**config.mk**
```make
export PLATFORM = sky130hd
export DESIGN_NAME = log_mac_accum
export DESIGN_NICKNAME = d
export VERILOG_FILES = /design/src/rtl/log_mac_accum.sv
export SDC_FILE = /design/constraint.sdc
export NUM_CORES = 1
export LEC_CHECK = 0
export BUFFER_PORTS_ARGS = -buffer_cell sky130_fd_sc_hd__buf_2
export CORE_ASPECT_RATIO = 1.4
export CORE_MARGIN = 2
export CORE_UTILIZATION = 23
export DETAILED_ROUTE_END_ITERATION = 10
export SYNTH_ARGS = -nofsm -noshare
export SYNTH_HDL_FRONTEND = slang
export SYNTH_SLANG_ARGS = --single-unit
```
**constraint.sdc**
```tcl
create_clock -name clk -period 19.2 [get_ports clk]
set_input_delay 3.84 -clock clk [delete_from_list [all_inputs] [get_ports clk]]
set_output_delay 3.84 -clock clk [all_outputs]
set_load 0.02 [all_outputs]
```
**src/rtl/log_mac_accum.sv**
```systemverilog
// ---------------------------------------------------------------------------
// LogMacAccum: streaming dot-product engine built around a logarithmic
// (Mitchell) multiplier. Each vector holds TAPS operand pairs.
// The pipeline has two stages:
//   1. The product is registered into r_prod.
//   2. r_prod is accumulated into a guard-bit accumulator.
// The result is presented with a valid/ready handshake and is held until
// the consumer takes it.
//
// Parameters
//   WIDTH - signed operand / product / result width
//   QP    - fractional bits of operands, product and result (1.0 = 2**QP)
//   TAPS  - operand pairs per dot product (2..64)
//
// Ports
//   clk       in   single clock, rising edge
//   rst       in   synchronous active-high reset
//   in_valid  in   operand pair present
//   in_ready  out  block accepts a pair this cycle
//   in1, in2  in   signed operands, QP fractional bits
//   out_valid out  dot-product result present
//   out_ready in   consumer takes result
//   acc_out   out  signed dot product, QP fractional bits
//   sat_flag  out  acc_out was clipped (qualified by out_valid)
//
// Build option
//   LOG_MAC_SAT_EN - when defined, the result is clipped to the WIDTH-bit
//                    signed range and sat_flag reports clipping. When
//                    undefined, the low WIDTH accumulator bits are output
//                    (wrap) and sat_flag is 0.
// ---------------------------------------------------------------------------

// ---------------------------------------------------------------------------
// log_multiplier: combinational Mitchell approximate signed multiplier.
// Operand A has QP1 fractional bits and operand B has QP2; the result has
// QPO fractional bits. The result is exact whenever either magnitude is a
// power of two. Out-of-range products are clipped to the WIDTH-bit signed
// range. A zero operand gives exactly zero.
//
// Ports
//   i_a, i_b  in   signed operands
//   o_p       out  signed approximate product
// ---------------------------------------------------------------------------
module log_multiplier #(
  parameter int WIDTH = 16,
  parameter int QP1   = 12,
  parameter int QP2   = 12,
  parameter int QPO   = QP1
) (
  input  logic signed [WIDTH-1:0] i_a,
  input  logic signed [WIDTH-1:0] i_b,
  output logic signed [WIDTH-1:0] o_p
);

  localparam int KW   = $clog2(WIDTH) + 1;
  localparam int EW   = KW + 1;
  localparam int PW   = 3 * WIDTH;
  // Mantissa carries WIDTH-1 fraction bits, then rescale QP1+QP2 -> QPO.
  localparam int DROP = WIDTH - 1 + QP1 + QP2 - QPO;

  // Position of the most significant set bit (0 when v == 0).
  function automatic logic [KW-1:0] leadOne(input logic [WIDTH-1:0] v);
    leadOne = '0;
    for (int i = 0; i < WIDTH; i++) begin
      if (v[i]) leadOne = KW'(i);
    end
  endfunction

  logic             w_signA, w_signB, w_neg;
  logic [WIDTH-1:0] w_magA, w_magB;
  logic [KW-1:0]    w_kA, w_kB;
  logic [WIDTH-2:0] w_mA, w_mB;
  logic [WIDTH-1:0] w_mSum;
  logic [WIDTH-1:0] w_mant;
  logic [EW-1:0]    w_exp;
  logic [PW-1:0]    w_wide, w_mag, w_limit;
  logic [WIDTH-1:0] w_magSat, w_signed;

  assign w_signA = i_a[WIDTH-1];
  assign w_signB = i_b[WIDTH-1];
  assign w_neg   = w_signA ^ w_signB;
  // Unsigned magnitudes; the most negative value maps to 2**(WIDTH-1).
  assign w_magA  = w_signA ? (~i_a + 1'b1) : i_a;
  assign w_magB  = w_signB ? (~i_b + 1'b1) : i_b;

  // log2(m) ~= k + f, where f is the bits below the leading one,
  // left-aligned.
  assign w_kA = leadOne(w_magA);
  assign w_kB = leadOne(w_magB);
  assign w_mA = (WIDTH-1)'(w_magA << (KW'(WIDTH-1) - w_kA));
  assign w_mB = (WIDTH-1)'(w_magB << (KW'(WIDTH-1) - w_kB));

  // Antilog: without carry the value is 2^(kA+kB)*(1+fA+fB). With carry it
  // is 2^(kA+kB+1)*(fA+fB). Both cases share the mantissa {1, sum[low]}.
  assign w_mSum = {1'b0, w_mA} + {1'b0, w_mB};
  assign w_mant = {1'b1, w_mSum[WIDTH-2:0]};
  assign w_exp  = EW'(w_kA) + EW'(w_kB) + EW'(w_mSum[WIDTH-1]);
  assign w_wide = PW'(w_mant) << w_exp;
  assign w_mag  = w_wide >> DROP;

  // Negative results may reach 2**(WIDTH-1); positive results stop one
  // below that.
  assign w_limit  = w_neg ? PW'({1'b1, {(WIDTH-1){1'b0}}})
                          : PW'({1'b0, {(WIDTH-1){1'b1}}});
  assign w_magSat = (w_mag > w_limit) ? w_limit[WIDTH-1:0] : w_mag[WIDTH-1:0];
  assign w_signed = w_neg ? (~w_magSat + 1'b1) : w_magSat;

  assign o_p = ((w_magA == '0) || (w_magB == '0)) ? '0 : w_signed;

endmodule

module log_mac_accum #(
  parameter int WIDTH = 16,
  parameter int QP    = 12,
  parameter int TAPS  = 8
) (
  input  logic                    clk,
  input  logic                    rst,
  input  logic                    in_valid,
  output logic                    in_ready,
  input  logic signed [WIDTH-1:0] in1,
  input  logic signed [WIDTH-1:0] in2,
  output logic                    out_valid,
  input  logic                    out_ready,
  output logic signed [WIDTH-1:0] acc_out,
  output logic                    sat_flag
);

  localparam int CW = $clog2(TAPS);
  localparam int AW = WIDTH + $clog2(TAPS);

  typedef enum logic [1:0] {ACCUM, DRAIN, HOLD} stateT;

  stateT                   r_state;
  logic [CW-1:0]           r_count;
  logic                    r_inReady;
  logic                    r_outValid;
  logic signed [WIDTH-1:0] r_accOut;
  logic                    r_satFlag;
  logic                    r_prodValid;
  logic                    r_prodFirst;
  logic signed [WIDTH-1:0] r_prod;
  logic signed [AW-1:0]    r_acc;

  logic signed [WIDTH-1:0] w_prod;
  logic                    w_xfer;
  logic                    w_lastXfer;
  logic [AW-1:0]           w_prodExt;
  logic signed [WIDTH-1:0] w_accResult;
  logic                    w_accSat;

  log_multiplier #(
    .WIDTH (WIDTH),
    .QP1   (QP),
    .QP2   (QP),
    .QPO   (QP)
  ) u_mult (
    .i_a (in1),
    .i_b (in2),
    .o_p (w_prod)
  );

  // r_inReady is high only in ACCUM, so a transfer can only happen there.
  assign w_xfer     = in_valid && r_inReady;
  assign w_lastXfer = w_xfer && (r_count == CW'(TAPS - 1));
  assign w_prodExt  = {{(AW-WIDTH){r_prod[WIDTH-1]}}, r_prod};

`ifdef LOG_MAC_SAT_EN
  // In range only when every bit from the WIDTH-1 sign position up is equal.
  logic [AW-WIDTH:0] w_accHigh;
  logic              w_accClip;
  assign w_accHigh   = r_acc[AW-1:WIDTH-1];
  assign w_accClip   = !((&w_accHigh) || !(|w_accHigh));
  assign w_accResult = !w_accClip ? r_acc[WIDTH-1:0]
                     : (r_acc[AW-1] ? {1'b1, {(WIDTH-1){1'b0}}}
                                    : {1'b0, {(WIDTH-1){1'b1}}});
  assign w_accSat    = w_accClip;
`else
  assign w_accResult = r_acc[WIDTH-1:0];
  assign w_accSat    = 1'b0;
`endif

  // Datapath: stage 1 captures the product of each transfer. Stage 2 folds
  // it into the accumulator. The first product of a vector replaces the old
  // sum, so a bubble never clears a partial sum.
  always_ff @(posedge clk) begin
    if (rst) begin
      r_prodValid <= 1'b0;
      r_prodFirst <= 1'b0;
      r_prod      <= '0;
      r_acc       <= '0;
    end else begin
      r_prodValid <= w_xfer;
      r_prodFirst <= w_xfer && (r_count == '0);
      if (w_xfer) r_prod <= w_prod;
      if (r_prodValid) r_acc <= (r_prodFirst ? '0 : r_acc) + w_prodExt;
    end
  end

  // Control: count transfers in ACCUM. DRAIN waits until stage 1 is empty,
  // which means the last product is already in the accumulator. The result
  // is then latched and held in HOLD until the consumer takes it.
  always_ff @(posedge clk) begin
    if (rst) begin
      r_state    <= ACCUM;
      r_count    <= '0;
      r_inReady  <= 1'b1;
      r_outValid <= 1'b0;
      r_accOut   <= '0;
      r_satFlag  <= 1'b0;
    end else begin
      case (r_state)
        ACCUM: begin
          if (w_xfer) begin
            r_count <= w_lastXfer ? '0 : r_count + 1'b1;
          end
          if (w_lastXfer) begin
            r_state   <= DRAIN;
            r_inReady <= 1'b0;
          end
        end
        DRAIN: begin
          if (!r_prodValid) begin
            r_state    <= HOLD;
            r_outValid <= 1'b1;
            r_accOut   <= w_accResult;
            r_satFlag  <= w_accSat;
          end
        end
        HOLD: begin
          if (out_ready) begin
            r_state    <= ACCUM;
            r_outValid <= 1'b0;
            r_inReady  <= 1'b1;
          end
        end
        default: begin
          r_state    <= ACCUM;
          r_count    <= '0;
          r_inReady  <= 1'b1;
          r_outValid <= 1'b0;
        end
      endcase
    end
  end

  assign in_ready  = r_inReady;
  assign out_valid = r_outValid;
  assign acc_out   = r_accOut;
  assign sat_flag  = r_satFlag;

endmodule

```
==> reports/metrics.yaml, run 1 <==
status: "finished, final reports clean"
yosysTopAreaCellShare: 0.140
clk_latency_ps: 330
crit_arrival_ps: 16650
initial_core_util: 0.233
drc: 0
yosys.cell_types.count: 97
critPathMostFrequentCell: "a21oi_1"
grt_pass1_wl_microns: 39600
slew_viol_final: 0
synth_ff_type: "dfxtp_1"
path_class: "in2reg"
cts_buffer_depth: 2
cts_buffers: 9
portBuffers: 53
switching_share: 0.532
cp_data_required_time_ps: 19440
ios: 55
grt_overflow: 0
fin_crit_ps: 16420
fin_crit_sh: 0.855
synthToLayoutAreaGrowth_pct: 11.1
numClockSinks: 57
reg2reg_slack_ps: 14810
ctsResizeCount: 0
worst-r2r-cell-count: 15
yosysMostFrequentCell: "nand2_1"
p_leak_uw: 0.00369
nFillCells: 3869
setup_viol: 0
p_switching_uw: 695
root_buffer: "clkbuf_16"
drive_above_1_share: 0.112
cts_tree: "yes"
core.rowCount: 81
seqCellArea_sq_mm: 0.00114
ys_top_cells_by_area: "dfxtp_1 (14%), ha_1 (9.0%), mux2i_1 (7.4%)"
htree_levels: 3
firstDrtPassIters: 5
fmax_ghz: 0.0609
yosys_warnings: 0
clk_pin_slew_ps: 40
p_int_uw: 610
cap_violations: 0
antenna_found_initial: 0
synth_edf_count: 0
grt_start_max_net_pins: 51
post-place-cells: 1583
nets: 1237
slew_headroom: 0.252
ys_ff_latch: 57
seq_area_frac_synth: 0.140
via_per_inst: 5.21
synth_area_sq_mm: 0.00816
finalNonFillerCells: 1599
rsz0062_at_grt: "false"
worstMarginPinSlew_ps: 1110
powerDensity_mw_per_mm2: 144
reg2reg_from: "r_prodFirst"
syn-instance-count: 1121
cp-startpoint: "in1[2]"
rr_endpoint: "r_acc[15]"
crit_path_end: "r_prod[14]"
wl_per_cell_microns: 15.0
die_h_microns: 227
finalWirelength_microns: 24000
fp.dieW_microns: 163
core_sq_mm: 0.0350
cp_max_fo: 22
dr.first_iter.drc_count: 653
vias: 8329
min-delay-path-class: "reg2reg"
vdd_ir_drop_max_mv: 0.0731
cpPeakStageDelay_ps: 870
grtUsageTotal: 0.129
fin_tns_setup_ps: 0
finClkSkew_ps: 7.53
crit_path_end_kind: "flop"
power_frac_seq: 0.127
dp_hpwl_microns: 19100
num_antenna_cells: 0
grt_pass1_vias: 7903
power_frac_clock: 0.118
synthArstFlopShare: 0
postCtsSetupBuffers: 0
synth_common_cells: "nand2_1 (130), nor2_1 (108), a21oi_1 (93)"
slowest_stage: "o31ai_1"
ant_nets: 0
design.die.area_sq_mm: 0.0370
multi_input_area_sq_mm: 0.00658
gp_congestion: 0.949
postSynthAreaPerCell_sq_um: 7.28
post-synth-top-area-cell: "dfxtp_1"
pwr-share-comb: 0.755
ctsHoldBuffers: 0
startpoint_type: "primary input"
hold_viol: 0
-- worst max-delay path: cells and delay by family --
family | cells | cell delay [ps]
adders and majority gates | 5 | 1680
buffers and inverters | 5 | 1190
muxes | 1 | 260
AOI/OAI and AO/OA | 23 | 6890
and+or+nand+nor | 8 | 2780
-- kinds of logic after synthesis --
group / synth area share
flip-flops: 0.140
AND/OR/NAND/NOR: 0.241
adder cells (fa/ha/maj): 0.100
XOR/XNOR: 0.0601
AO/OA/AOI/OAI: 0.315
buffers and inverters: 0.0564
multiplexers: 0.0874
other: 0.000459
-- cell type report --
class,count,area share
inverter,42,0.0174
clock buffer,13,0.0276
tap,456,0.0629
timing repair buffer,62,0.0367
sequential,57,0.126
multi-input combinational,966,0.725
clock inverter,3,0.00441
-- power by group through the flow --
stage	combinational (uW)	clock [uW]	sequential, uW
final	986	154	166
after global routing	1090	163	171
after CTS	972	157	167
after detailed placement	966	0	169
after global placement	960	0	168
after floorplan	735	0	160
-- worst min path at each step --
stage | from | end | slack, ps | depth (start not counted)
2_1_floorplan | r_prod[12] | r_prod[12] | 430 | 2
5_1_grt | acc_out[7] | acc_out[7] | 470 | 2
4_1_cts | acc_out[5] | acc_out[5] | 450 | 2
6_report | r_prod[13] | r_prod[13] | 450 | 2
3_3_place_gp | acc_out[8] | acc_out[8] | 440 | 2
3_5_place_dp | r_prod[13] | r_prod[13] | 440 | 2
-- state kept, by name, indices dropped and copies added (netlist names) --
name         flops
r_prodValid      1
r_prodFirst      1
r_prod          16
r_acc           16
in_ready         1
r_count          3
out_valid        1
r_state          2
acc_out         16
-- through the flow --
step | area, sq um | worst slack, ps | hold slack, ps | total power [uW] | util
6_report | 9070 | 2780 | 445 | 1310 | 0.259
5_1_grt | 9070 | 1570 | 475 | 1420 | 0.259
4_1_cts | 9070 | 2880 | 451 | 1300 | 0.259
3_5_place_dp | 8780 | 2580 | 444 | 1130 | 0.251
3_3_place_gp | 8780 | 2970 | 438 | 1130 | 0.251
2_1_floorplan | 8170 | 5500 | 430 | 896 | -
-- cells in the final DEF, fill, tap and decap left out, types with 7 or more instances in the layout --
cell,Yosys,routed
o31ai_1,19,19
o21ai_0,58,58
a31oi_1,12,12
a211o_1,11,11
or2_2,10,10
dfxtp_1,57,57
a2111oi_0,8,8
mux2i_1,60,60
nor2b_1,28,28
nor3_1,26,26
nor2_1,108,108
nand2_1,130,130
buf_4,1,9
a21oi_1,93,93
o22ai_1,14,14
o21a_1,13,13
buf_2,11,53
o211ai_1,11,11
nand3_1,27,27
a22oi_1,10,10
a32oi_1,7,7
ha_1,59,59
inv_1,39,39
a21boi_0,8,8
a21o_1,26,26
clkbuf_16,0,9
xnor2_1,24,24
and2_1,13,13
a211oi_1,8,8
xor2_1,32,31
o221ai_1,10,10
nand2b_1,15,15
-- per-layer routing --
metal / vias up / share of wire / global-route usage
met5: - / 0 / 0
met4: 0 / 0.047 / 0.0654
met3: 72 / 0.033 / 0.0124
met2: 230 / 0.51 / 0.238
met1: 3837 / 0.42 / 0.147
li1: 4190 / - / -
Note: power is estimated with default switching activity, not from simulation.
==> inputs of run 2 (changes only) <==
Settings changed: GPL_TIMING_DRIVEN set to 0.
==> run 2 against run 1 <==
  * First-iteration DRC count down 34%
  * Die area stayed put
  * Sequential power about the same
  * Total power shrank 1.4%
  * Sequential share of layout area decreased by 0.24 points
  * Global-route usage about the same
  * Largest cell class unchanged
  * Highest routed layer unchanged
==> reports/metrics.yaml, run 2 (same netlist as run 1, synthesis figures left out) <==
cpPeakStageDelay_ps: 1020  # +150 ps
power_frac_clock: 0.106  # -0.012
crit_path_end: "r_prod[12]"
postCtsSetupBuffers: 0  # unchanged
finClkSkew_ps: 5.96  # -1.57 ps
switching_share: 0.539  # +0.00609
ctsResizeCount: 0  # unchanged
ctsHoldBuffers: 0  # unchanged
slew_headroom: 0.197  # -0.0548
slew_viol_final: 0  # unchanged
grt_start_max_net_pins: 24  # -53%
fin_crit_ps: 15910  # -502 ps
vias: 8492  # +2.0%
grt_overflow: 0  # unchanged
final_common_cell: "nand2_1"
crit_path_end_kind: "flop"
firstDrtPassIters: 5  # unchanged
dp_hpwl_microns: 19700  # +3.1%
slowest_stage: "o31ai_1"
cap_violations: 0  # unchanged
path_class: "in2reg"
critPathMostFrequentCell: "a21oi_1"
place_ws_ps: 3170  # +587 ps
startpoint_type: "primary input"
rsz0062_at_grt: "false"
core_sq_mm: 0.0350  # unchanged
clk_pin_slew_ps: 50  # about the same
worst-r2r-cell-count: 15  # unchanged
crit_arrival_ps: 16170  # -480 ps
mostFrequentLayoutCells: "nand2_1 (130), nor2_1 (108), a21oi_1 (93)"
cts_buffers: 9  # unchanged
fin_tns_setup_ps: 0  # unchanged
cp_max_fo: 11  # -50%
antenna_found_initial: 0  # unchanged
cp_data_required_time_ps: 19460  # +20 ps
nets: 1282  # +3.6%
reg2reg_slack_ps: 15300  # +490 ps
worstMarginPinSlew_ps: 1190  # +80.5 ps
gp_congestion: 0.980  # +3.3%
powerDensity_mw_per_mm2: 139  # -3.2%
drc: 0  # unchanged
cts_tree: "yes"
pwr-share-comb: 0.767  # +0.012
status: "finished, final reports clean"
dr.first_iter.drc_count: 433  # -34%
multi_input_area_sq_mm: 0.00657  # -0.11%
via_per_inst: 5.17  # -0.83%
ios: 55  # unchanged
wl_per_cell_microns: 14.6  # -2.7%
numClockSinks: 57  # unchanged
synthToLayoutAreaGrowth_pct: 13.2
reg2reg_from: "r_prodFirst"
seqCellArea_sq_mm: 0.00114  # unchanged
grtUsageTotal: 0.129  # about the same
ant_nets: 0  # unchanged
hold_viol: 0  # unchanged
finalWorstSetupSlack_ps: 3290  # +502 ps
root_buffer: "clkbuf_16"
fin_crit_sh: 0.829  # -0.0261
die_h_microns: 227  # unchanged
min-delay-path-class: "reg2reg"
rr_endpoint: "r_acc[15]"
grt_pass1_wl_microns: 39900  # +0.77%
p_switching_uw: 693  # -0.26%
vdd_ir_drop_max_mv: 0.0562  # -23%
cts_buffer_depth: 2  # unchanged
portBuffers: 49  # -7.5%
num_antenna_cells: 0  # unchanged
initial_core_util: 0.233  # unchanged
clk_latency_ps: 330  # about the same
design.die.area_sq_mm: 0.0370  # unchanged
fp.dieW_microns: 163  # unchanged
setup_viol: 0  # unchanged
nFillCells: 3910  # +1.1%
p_int_uw: 594  # -2.7%
htree_levels: 3  # unchanged
finalWirelength_microns: 24000  # about the same
grt_pass1_vias: 8335  # +5.5%
p_leak_uw: 0.00376  # +1.8%
drive_above_1_share: 0.113  # +0.000809
power_frac_seq: 0.127  # about the same
fmax_ghz: 0.0628  # +3.2%
core.rowCount: 81  # unchanged
cp-startpoint: "in1[2]"
## run 2: routing by layer
layer	wire [microns]	global-route usage	vias to the layer above
met4	1090	0.0674	0
met1	9910	0.142	3929
li1	-	-	4267
met5	0	0	-
met3	875	0.0121	63
met2	12100	0.244	233
## run 2: area by class of cell
| type | instances | share of cell area |
|---|---|---|
| buffer | 58 | 0.0328 |
| clock buffer | 12 | 0.0256 |
| clock inverter | 4 | 0.00217 |
| inverter | 42 | 0.0171 |
| multi-input combinational | 966 | 0.711 |
| sequential | 57 | 0.123 |
| tap | 456 | 0.0617 |
| timing repair buffer | 49 | 0.0265 |
## run 2: through the flow
stage / hold WS (ps) / power [uW] / cells / util / cell area [sq um]
2_1_floorplan: 430 / 896 / 1123 / - / 8170
3_3_place_gp: 440 / 1120 / 1628 / 0.257 / 8990
5_1_grt: 463 / 1400 / 1644 / 0.264 / 9240
4_1_cts: 453 / 1280 / 1644 / 0.264 / 9240
6_report: 451 / 1290 / 1644 / 0.264 / 9240
3_5_place_dp: 446 / 1130 / 1628 / 0.257 / 8990
## run 2: how the worst min path moves through the flow
stage	startpoint	to	slack (ps)	cells after the start
final	acc_out[5]	acc_out[5]	450	2
after global routing	acc_out[5]	acc_out[5]	460	2
after CTS	acc_out[5]	acc_out[5]	450	2
after detailed placement	acc_out[5]	acc_out[5]	450	2
after global placement	acc_out[8]	acc_out[8]	440	2
after floorplan	r_prod[12]	r_prod[12]	430	2
## run 2: critical path: cells and delay by family
family / cells / cell delay [ps]
AOI/OAI and AO/OA: 21 / 5220
xor gates and xnor gates: 1 / 580
adders and majority gates: 5 / 1720
buffers and inverters: 8 / 1860
muxes: 1 / 160
and+or+nand+nor: 9 / 2800
## run 2: power by group through the flow
stage	clock network [uW]	registers (uW)	logic (uW)
floorplan	0	160	735
global placement	0	165	956
detailed placement	0	165	969
CTS	139	164	973
global route	145	167	1090
finish	136	164	988
==> inputs of run 3 (changes only) <==
Settings changed: ABC_AREA set to 1.
Clock period 19.2 ns to 13.3 ns, I/O delays scaled along.
==> run 3 against run 2 <==
  * Die area down 2.2%
  * Routed wire length fell by 8.3%
  * Clock skew is 0.78 ps higher
  * Combinational power up 74%
  * Critical path depth is 17 higher
  * Synthesized area down 2.2%
  * Via count up 1.5%
  * Total power up 73%
==> reports/metrics.yaml, run 3 <==
status: "finished, final reports clean"
cts_tree: "yes"
synth_ff_type: "dfxtp_1"
grt_start_max_net_pins: 24  # unchanged
syn-instance-count: 1368  # +22%
rsz0062_at_grt: "false"
nFillCells: 3883  # -0.69%
synth_edf_count: 0  # unchanged
portBuffers: 53  # +8.2%
fin_tns_setup_ps: 0  # unchanged
synth_common_cells: "nand2_1 (366), inv_1 (177), nand3_1 (134)"
yosys.cell_types.count: 61  # -37%
synth_area_sq_mm: 0.00798  # -2.2%
power_frac_seq: 0.110  # -0.017
hold_viol: 0  # unchanged
critPathMostFrequentCell: "nand2_1"
ys_top_cells_by_area: "nand2_1 (17%), dfxtp_1 (14%), ha_1 (9.2%)"
core_sq_mm: 0.0341  # -2.4%
postSynthAreaPerCell_sq_um: 5.84  # -20%
ctsResizeCount: 0  # unchanged
fin_crit_sh: 0.898
via_per_inst: 4.56  # -12%
finalWirelength_microns: 22000  # -8.3%
place_ws_ps: 1180  # -1990 ps
slew_viol_final: 0  # unchanged
die_h_microns: 224  # -1.1%
postLayoutCellArea_sq_mm: 0.00917  # -0.83%
yosys_warnings: 0  # unchanged
dp_hpwl_microns: 19000  # -3.7%
yosysTopAreaCellShare: 0.172  # +0.0323
powerDensity_mw_per_mm2: 243  # +74%
drive_above_1_share: 0.116  # +0.00326
multi_input_area_sq_mm: 0.00591  # -10%
dr.first_iter.drc_count: 414  # -4.4%
ys_ff_latch: 57  # unchanged
ant_nets: 0  # unchanged
slew_headroom: 0.288  # +0.0909
cts_buffers: 9  # unchanged
synthToLayoutAreaGrowth_pct: 14.8
cap_violations: 0  # unchanged
setup_viol: 0  # unchanged
grt_overflow: 0  # unchanged
min-delay-path-class: "reg2reg"
postPlaceCellArea_sq_mm: 0.00882  # -1.9%
mostFrequentLayoutCells: "nand2_1 (366), inv_1 (177), nand3_1 (134)"
numClockSinks: 57  # unchanged
gp_congestion: 0.949  # -3.2%
finalWorstSetupSlack_ps: 1350  # -1940 ps
drc: 0  # unchanged
p_total_uw: 2230  # +73%
ctsHoldBuffers: 0  # unchanged
slowest_stage: "fa_1"
cts_buffer_depth: 2  # unchanged
clk_pin_slew_ps: 50  # about the same
worstMarginPinSlew_ps: 1070  # -126 ps
vdd_ir_drop_max_mv: 0.106  # +89%
antenna_found_initial: 0  # unchanged
grt_pass1_wl_microns: 37500  # -5.9%
pwr-share-comb: 0.772  # +0.005
cp_max_fo: 10  # -1
postCtsSetupBuffers: 0  # unchanged
path_class: "in2reg"
cp_data_required_time_ps: 13480  # -5980 ps
startpoint_type: "primary input"
p_int_uw: 990  # +67%
vias: 8623  # +1.5%
initial_core_util: 0.234  # +0.000413
p_leak_uw: 0.00475  # +26%
cpPeakStageDelay_ps: 480  # -540 ps
hold_slack_ps: 453  # +1.76 ps
design.die.area_sq_mm: 0.0362  # -2.2%
wl_per_cell_microns: 11.6  # -20%
post-synth-top-area-cell: "nand2_1"
firstDrtPassIters: 5  # unchanged
clk_latency_ps: 320  # about the same
core.rowCount: 80  # -1.2%
ios: 55  # unchanged
final_common_cell: "nand2_1"
grt_pass1_vias: 8344  # +0.11%
seqCellArea_sq_mm: 0.00114  # unchanged
finClkSkew_ps: 6.74  # +0.782 ps
htree_levels: 3  # unchanged
power_frac_clock: 0.118  # +0.012
seq_area_frac_synth: 0.143  # +0.00315
switching_share: 0.555  # +0.0169
root_buffer: "clkbuf_16"
fin_crit_ps: 11950
nets: 1533  # +20%
grtUsageTotal: 0.123  # -0.00683
p_switching_uw: 1240  # +78%
crit_path_end_kind: "flop"
synthArstFlopShare: 0  # unchanged
crit_arrival_ps: 12130  # -4040 ps
fp.dieW_microns: 161  # -1.1%
fmax_ghz: 0.0837
yosysMostFrequentCell: "nand2_1"
run 3: cell types whose count changed after synthesis, sizes merged, moves of 16 or more:
cell and delta:
o21ai +61, nor2b -28, nor3 -16, mux2i -59, xnor2 -20, o31ai -16, nand4 +20, nand3 +119
inv +148, nand2 +253, a21o -24
run 3: path summary, 6_finish.rpt:
path                from           to  slack (ps)  depth (start not counted)
max               in1[0]   r_prod[12]        1350                         62
max reg2reg  r_prodFirst    r_acc[15]        9810                         19
min reg2reg   r_count[2]  r_prodFirst         450                          1
min           r_count[2]  r_prodFirst         450                          1
run 3: power by group through the flow:
stage / logic [uW] / clock network (uW) / registers (uW)
5_1_grt: 1960 / 276 / 251
6_report: 1720 / 263 / 245
4_1_cts: 1720 / 267 / 245
3_3_place_gp: 1690 / 0 / 247
2_1_floorplan: 1330 / 0 / 257
3_5_place_dp: 1710 / 0 / 248
run 3: cell families (layout without fill, tap and decap cells):
family | after synthesis | count (layout) | synth area share
simple gates | 708 | 708 | 0.405
compound gates | 258 | 258 | 0.178
buf+inv | 236 | 305 | 0.118
fa+ha+maj | 63 | 63 | 0.102
flops | 57 | 57 | 0.143
xor+xnor | 44 | 44 | 0.0511
other cells | 1 | 4 | 0.000470
mux | 1 | 1 | 0.00125
run 3: final cells by class:
type,instances,share of cell area
Antenna cell,1,0.000273
Buffer,45,0.0248
Clock buffer,10,0.0261
Clock inverter,6,0.0115
Inverter,191,0.0782
Multi-Input combinational cell,1077,0.644
Sequential cell,57,0.124
Tap cell,451,0.0616
Timing Repair Buffer,53,0.0289
run 3: per-layer routing:
layer / part of all wire / global-route usage / vias to the layer above
met1: 0.40 / 0.125 / 3851
met3: 0.017 / 0.00811 / 39
li1: - / - / 4606
met5: 0 / 0 / -
met2: 0.56 / 0.255 / 127
met4: 0.030 / 0.0438 / 0
run 3: worst max-delay path, delay by kind of cell:
family          cells  cell delay, ps
xor+xnor            1             140
fa+ha+maj           6            1950
buf+inv            12            1870
compound gates     11            1460
simple gates       32            4020
run 3: through the flow:
step | utilization | instances
global placement | 0.258 | 1874
finish | 0.269 | 1891
CTS | 0.269 | 1890
detailed placement | 0.258 | 1874
floorplan | - | 1370
global route | 0.269 | 1890
